## config.mk

```make
export PLATFORM = sky130hd
export DESIGN_NAME = multicycle_control
export DESIGN_NICKNAME = d
export VERILOG_FILES = /design/src/rtl/multicycle_control_pkg.sv /design/src/rtl/multicycle_control_decode.sv /design/src/rtl/multicycle_control.sv
export SDC_FILE = /design/constraint.sdc
export NUM_CORES = 1
export LEC_CHECK = 0
export ABC_CLOCK_PERIOD_IN_PS = 1500
export BUFFER_PORTS_ARGS = -buffer_cell sky130_fd_sc_hd__buf_4
export CAP_MARGIN = 20
export CORE_ASPECT_RATIO = 1.25
export CORE_MARGIN = 2
export CORE_UTILIZATION = 25
export CTS_CLUSTER_SIZE = 30
export DETAILED_ROUTE_END_ITERATION = 6
export PLACE_DENSITY = 0.52
export SLEW_MARGIN = 25
export SYNTH_ARGS = -nofsm -noshare
export SYNTH_HDL_FRONTEND = slang
export SYNTH_SLANG_ARGS = --single-unit
```

## constraint.sdc

```tcl
create_clock -name clk -period 1.5 [get_ports clk]
set_clock_uncertainty 0.1 [all_clocks]
set_input_delay 0.225 -clock clk [delete_from_list [all_inputs] [get_ports clk]]
set_output_delay 0.225 -clock clk [all_outputs]
set_load 0.02 [all_outputs]
```

## src/rtl/multicycle_control_pkg.sv

```systemverilog
// Shared types and encodings for the multi-cycle MIPS sequencer.
// State codes, opcodes, datapath select encodings and the control bundle.
package multicycle_control_pkg;

   localparam int OP_WIDTH = 6;
   localparam int ST_WIDTH = 4;

   typedef enum logic [ST_WIDTH-1:0] {
      S_IDLE     = 4'd0,
      S_FETCH    = 4'd1,
      S_DECODE   = 4'd2,
      S_MEMADR   = 4'd3,
      S_MEMRD    = 4'd4,
      S_MEMWB    = 4'd5,
      S_MEMWR    = 4'd6,
      S_EXEC     = 4'd7,
      S_RTYPE_WB = 4'd8,
      S_BRANCH   = 4'd9,
      S_JUMP     = 4'd10,
      S_ADDI_EX  = 4'd11,
      S_ADDI_WB  = 4'd12
   } state_t;

   localparam logic [OP_WIDTH-1:0] OP_R    = 6'b000000;
   localparam logic [OP_WIDTH-1:0] OP_LW   = 6'b100011;
   localparam logic [OP_WIDTH-1:0] OP_SW   = 6'b101011;
   localparam logic [OP_WIDTH-1:0] OP_BEQ  = 6'b000100;
   localparam logic [OP_WIDTH-1:0] OP_J    = 6'b000010;
   localparam logic [OP_WIDTH-1:0] OP_ADDI = 6'b001000;

   localparam logic [1:0] ALUOP_ADD   = 2'b00;
   localparam logic [1:0] ALUOP_SUB   = 2'b01;
   localparam logic [1:0] ALUOP_FUNCT = 2'b10;

   localparam logic [1:0] SRCB_REG  = 2'b00;
   localparam logic [1:0] SRCB_FOUR = 2'b01;
   localparam logic [1:0] SRCB_SE   = 2'b10;
   localparam logic [1:0] SRCB_SE2  = 2'b11;

   localparam logic [1:0] PCS_ALU  = 2'b00;
   localparam logic [1:0] PCS_OUT  = 2'b01;
   localparam logic [1:0] PCS_JUMP = 2'b10;

   typedef struct packed {
      logic       mem_req;
      logic       iord;
      logic       mem_read;
      logic       mem_write;
      logic       ir_write;
      logic       pc_write;
      logic       pc_write_cond;
      logic [1:0] pc_source;
      logic [1:0] alu_op;
      logic       alu_src_a;
      logic [1:0] alu_src_b;
      logic       reg_write;
      logic       reg_dst;
      logic       mem_to_reg;
      logic       instr_done;
      logic       illegal_op;
   } ctrl_t;

   function automatic logic op_legal(input logic [OP_WIDTH-1:0] op);
      return (op == OP_R)   || (op == OP_LW)  || (op == OP_SW) ||
             (op == OP_BEQ) || (op == OP_J)   || (op == OP_ADDI);
   endfunction

endpackage

```

## src/rtl/multicycle_control_decode.sv

```systemverilog
// Output decoder: maps the current state (plus mem_ready and op)
// onto every datapath select and enable for this cycle.
module multicycle_control_decode
   import multicycle_control_pkg::*;
(
   input  state_t                state_i,
   input  logic                  mem_ready_i,
   input  logic [OP_WIDTH-1:0]   op_i,
   output ctrl_t                 ctrl_o
);

   // Moore decode; strobes that commit an access are qualified by ready
   always_comb begin
      ctrl_o = '0;
      unique case (state_i)
         S_FETCH: begin
            ctrl_o.mem_req   = 1'b1;
            ctrl_o.mem_read  = 1'b1;
            ctrl_o.alu_src_b = SRCB_FOUR;
            ctrl_o.alu_op    = ALUOP_ADD;
            ctrl_o.pc_source = PCS_ALU;
            ctrl_o.ir_write  = mem_ready_i;
            ctrl_o.pc_write  = mem_ready_i;
         end
         S_DECODE: begin
            ctrl_o.alu_src_b  = SRCB_SE2;
            ctrl_o.alu_op     = ALUOP_ADD;
            ctrl_o.illegal_op = !op_legal(op_i);
            ctrl_o.instr_done = !op_legal(op_i);
         end
         S_MEMADR: begin
            ctrl_o.alu_src_a = 1'b1;
            ctrl_o.alu_src_b = SRCB_SE;
            ctrl_o.alu_op    = ALUOP_ADD;
         end
         S_MEMRD: begin
            ctrl_o.mem_req  = 1'b1;
            ctrl_o.mem_read = 1'b1;
            ctrl_o.iord     = 1'b1;
         end
         S_MEMWB: begin
            ctrl_o.reg_write  = 1'b1;
            ctrl_o.mem_to_reg = 1'b1;
            ctrl_o.instr_done = 1'b1;
         end
         S_MEMWR: begin
            ctrl_o.mem_req    = 1'b1;
            ctrl_o.mem_write  = 1'b1;
            ctrl_o.iord       = 1'b1;
            ctrl_o.instr_done = mem_ready_i;
         end
         S_EXEC: begin
            ctrl_o.alu_src_a = 1'b1;
            ctrl_o.alu_src_b = SRCB_REG;
            ctrl_o.alu_op    = ALUOP_FUNCT;
         end
         S_RTYPE_WB: begin
            ctrl_o.reg_write  = 1'b1;
            ctrl_o.reg_dst    = 1'b1;
            ctrl_o.instr_done = 1'b1;
         end
         S_BRANCH: begin
            ctrl_o.alu_src_a     = 1'b1;
            ctrl_o.alu_src_b     = SRCB_REG;
            ctrl_o.alu_op        = ALUOP_SUB;
            ctrl_o.pc_write_cond = 1'b1;
            ctrl_o.pc_source     = PCS_OUT;
            ctrl_o.instr_done    = 1'b1;
         end
         S_JUMP: begin
            ctrl_o.pc_write   = 1'b1;
            ctrl_o.pc_source  = PCS_JUMP;
            ctrl_o.instr_done = 1'b1;
         end
         S_ADDI_EX: begin
            ctrl_o.alu_src_a = 1'b1;
            ctrl_o.alu_src_b = SRCB_SE;
            ctrl_o.alu_op    = ALUOP_ADD;
         end
         S_ADDI_WB: begin
            ctrl_o.reg_write  = 1'b1;
            ctrl_o.instr_done = 1'b1;
         end
         default: ctrl_o = '0;
      endcase
   end

endmodule

```

## src/rtl/multicycle_control.sv

```systemverilog
// Multi-cycle MIPS sequencer: state register and next-state logic.
// Datapath controls come from multicycle_control_decode.
module multicycle_control
   import multicycle_control_pkg::*;
(
   input  logic                clk,
   input  logic                reset,
   input  logic [OP_WIDTH-1:0] op,
   input  logic                mem_ready,
   output logic                mem_req,
   output logic                IorD,
   output logic                MemRead,
   output logic                MemWrite,
   output logic                IRWrite,
   output logic                PCWrite,
   output logic                PCWriteCond,
   output logic [1:0]          PCSource,
   output logic [1:0]          ALUOp,
   output logic                ALUSrcA,
   output logic [1:0]          ALUSrcB,
   output logic                RegWrite,
   output logic                RegDst,
   output logic                MemtoReg,
   output logic                instr_done,
   output logic                illegal_op,
   output logic [ST_WIDTH-1:0] state
);

   state_t state_q;
   state_t state_d;
   ctrl_t  ctrl;

   // State register; reset aborts any access in flight
   always_ff @(posedge clk) begin
      if (reset) state_q <= S_IDLE;
      else       state_q <= state_d;
   end

   // Next-state: memory states wait on mem_ready, op steers decode
   always_comb begin
      state_d = S_IDLE;
      unique case (state_q)
         S_IDLE:  state_d = S_FETCH;
         S_FETCH: state_d = mem_ready ? S_DECODE : S_FETCH;
         S_DECODE: begin
            case (op)
               OP_LW,
               OP_SW:   state_d = S_MEMADR;
               OP_R:    state_d = S_EXEC;
               OP_BEQ:  state_d = S_BRANCH;
               OP_J:    state_d = S_JUMP;
               OP_ADDI: state_d = S_ADDI_EX;
               default: state_d = S_FETCH;
            endcase
         end
         S_MEMADR:   state_d = (op == OP_SW) ? S_MEMWR : S_MEMRD;
         S_MEMRD:    state_d = mem_ready ? S_MEMWB : S_MEMRD;
         S_MEMWB:    state_d = S_FETCH;
         S_MEMWR:    state_d = mem_ready ? S_FETCH : S_MEMWR;
         S_EXEC:     state_d = S_RTYPE_WB;
         S_RTYPE_WB: state_d = S_FETCH;
         S_BRANCH:   state_d = S_FETCH;
         S_JUMP:     state_d = S_FETCH;
         S_ADDI_EX:  state_d = S_ADDI_WB;
         S_ADDI_WB:  state_d = S_FETCH;
         default:    state_d = S_IDLE;
      endcase
   end

   multicycle_control_decode u_decode (
      .state_i     (state_q),
      .mem_ready_i (mem_ready),
      .op_i        (op),
      .ctrl_o      (ctrl)
   );

   assign mem_req     = ctrl.mem_req;
   assign IorD        = ctrl.iord;
   assign MemRead     = ctrl.mem_read;
   assign MemWrite    = ctrl.mem_write;
   assign IRWrite     = ctrl.ir_write;
   assign PCWrite     = ctrl.pc_write;
   assign PCWriteCond = ctrl.pc_write_cond;
   assign PCSource    = ctrl.pc_source;
   assign ALUOp       = ctrl.alu_op;
   assign ALUSrcA     = ctrl.alu_src_a;
   assign ALUSrcB     = ctrl.alu_src_b;
   assign RegWrite    = ctrl.reg_write;
   assign RegDst      = ctrl.reg_dst;
   assign MemtoReg    = ctrl.mem_to_reg;
   assign instr_done  = ctrl.instr_done;
   assign illegal_op  = ctrl.illegal_op;
   assign state       = state_q;

endmodule

```

==> summary.txt <==
Route
  • DRT Pass-1 Iters: 4
  • Via count: 821
  • Met2 Routed Length: 1120 um
  • Post-DRT Antenna Nets: 0
  • # DRC: 0
  • Post-Route WL: 2040 um
  • Metal3 WL: 92 um
  • Routed WL per cell: 12.7 um
  • Met1 Wirelength: 748 um
  • Top sig layer: met4
  • Vias per Instance: 5.13
  • Initial DRC count: 13

Timing
  • Setup Viol. Count Final: 11
  • Setup slack after layout: -161 ps
  • Max-slew headroom: 77.0%
  • Final critical-path required period: 1660 ps
  • Final period util: 111%
  • Fin. Hold Viols: 0
  • Slew @ Worst Pin: 341 ps
  • Setup TNS: -626 ps
  • Slew Viols, Final: 0
  • RSZ-0062 raised after global routing: yes
  • F_max: 602 MHz

Floorplan
  • Initial Utilization: 25.8%
  • # IOs: 32
  • Std cell rows: 19
  • DIE WIDTH: 46.1 um
  • Die area: 2610 um^2
  • Die height: 56.6 um
  • Core area: 2140 um^2

Clocking
  • CTS Sinks: 4
  • CTS tree: yes
  • CTS clock-pin slew for the worst setup and hold paths: 40 ps
  • Post-cts hold buffer count: 0
  • CTS root buf: clkbuf_4
  • Worst-Skew Late Latency: 240 ps
  • H-tree Lvls: 1
  • Cts bufs inserted: 3
  • Clock Path Buffers: 2

GRT
  • Overflow left after global routing: 0
  • Global-route wire length before repair: 3240 um
  • Vias in the first global route: 765
  • Gr usage total: 16.9%
  • Largest net degree at the start of global routing: 16
  • Initial antenna violation count: 0

Finish
  • Antenna cells: 0
  • Final #Nets: 150
  • Share of cells above drive strength 1: 64.7%
  • Fillers: 203
  • Post-Layout Cell Count: 160
  • Area grow syn2layout: 120%
  • Finished Core Util: 56.9%
  • Largest register FFs: 4

Critical path
  • R2R depth: 6
  • Crit path arrival time: 1340 ps
  • Crit. Startpoint: state[3]
  • R2r startpoint: state[2]
  • WS Path Type: reg2out
  • Crit. End Element: primary output
  • Reg2reg setup slack: 40 ps
  • CP max FO: 2
  • Startpoint Class: flip-flop
  • Worst r2r dst: state[1]
  • CP required: 1170 ps

Placed design
  • Hpwl dp: 1570 um
  • Gpl congestion: 0.811
  • DP Cell Count: 151
  • Pre-CTS setup slack: -165 ps
  • Port Buffers: 31

Synth
  • FF+latch count, synth: 4
  • Syn. warnings: 0
  • Synth area leader: dfxtp_1
  • Syn Std Cell Area: 553 um^2
  • Unique masters post-synth: 34
  • Synth top area cells: dfxtp_1, nor2_1, nand2b_1, nor3_1, a21oi_1
  • Avg Cell Area, Syn: 6.58 um^2
  • Mapped Cells: 84
  • Synth Net Count: 93
  • Sequential share of the synthesized area: 14.5%
  • Synth top area share: 14.5%

Power and ir drop
  • Power Dens Cells: 434 nW/um^2
  • Leakage: 0.000559 uW
  • Max VDD drop: 0.268 mV

Run status
  • Status: complete, but fails checks
  • Failing checks: negative setup slack

Hold path
  • Worst hold start: reset
  • Min-Delay Endpoint: state[2]
  • Hold Crit Depth: 2
  • Worst hold path class: in2reg

Job
  • Max-cap viol count: 0
## area by class of cell
type / instances / area, um^2 / share of cell area, %
Multi-Input combinational cell: 72 / 572 / 47.0
Inverter: 1 / 3.75 / 0.308
Timing Repair Buffer: 59 / 503 / 41.3
Clock buffer: 3 / 22.5 / 1.85
Tap cell: 21 / 26.3 / 2.16
Sequential cell: 4 / 90.1 / 7.40
## kinds of logic (layout without fill, tap and decap cells)
| kind of cell | Yosys count | count (layout) | synth area share [%] |
|---|---|---|---|
| flip-flops | 4 | 4 | 14.5 |
| XOR/XNOR | 2 | 2 | 3.17 |
| AND/OR/NAND/NOR | 50 | 50 | 50.9 |
| AO/OA/AOI/OAI | 20 | 20 | 23.8 |
| buffers and inverters | 8 | 63 | 7.69 |
## synthesized netlist by cell type
cell	count
nor2_1	13
nand2b_1	7
nor3_1	6
a21oi_1	5
nand2_1	5
o21ai_0	5
dfxtp_1	4
nor2b_1	4
nor4_1	4
buf_2	3
a32oi_1	2
buf_4	2
o22ai_1	2
xor2_1	2
a211o_1	1
a211oi_1	1
a2bb2oi_1	1
and2_0	1
and2b_1	1
and3_1	1
and4_1	1
and4b_1	1
clkbuf_1	1
clkbuf_2	1
inv_1	1
nand3_1	1
nor2_2	1
nor4_2	1
nor4b_2	1
o2111ai_1	1
o211a_1	1
o21a_1	1
or2_2	1
or3_1	1
## worst max-delay path, stage by stage, from the launching register on
cell and delay, ps:
dfxtp_2 320, or2_4 280, nor4b_4 230, a211o_1 150
buf_6 110
## stage by stage
step	area, um^2	power [uW]	hold slack, ps
6_report	1220	529	96.8
5_1_grt	1220	565	99.7
4_1_cts	1130	511	85.9
3_5_place_dp	973	341	342
3_3_place_gp	973	340	347
2_1_floorplan	598	228	190
## where the power goes
| part | leakage [uW] | switching (uW) | internal [uW] |
|---|---|---|---|
| logic | 0.000510 | 130 | 141 |
| clock network | 0.0000138 | 48.9 | 89.8 |
| registers | 0.0000349 | 8.32 | 111 |
## metal layers
layer	global-route usage, %	vias up
li1	-	416
met2	27.0	34
met1	18.8	364
met4	14.7	0
met5	0	-
met3	1.61	7
## worst max path at each step
stage,to,slack [ps]
after floorplan,instr_done,-140
after global placement,instr_done,-140
after detailed placement,instr_done,-160
after CTS,instr_done,-170
after global routing,instr_done,-210
final,instr_done,-160
## layout by cell type (no fill, tap or decap), drive strengths merged, types with 3 or more instances in the layout
cell     n
a21oi    5
buf     59
clkbuf   3
dfxtp    4
nand2    5
nand2b   7
nor2    14
nor2b    4
nor3     6
nor4     5
o21ai    5
## repair_timing
| item | CTS | global route |
|---|---|---|
| pin swaps | 5 | 4 |
| resized for setup | 31 | 14 |
| setup endpoints to repair | 18 | 19 |
| setup buffers | 3 | 3 |
(Power assumes the default switching activity.)
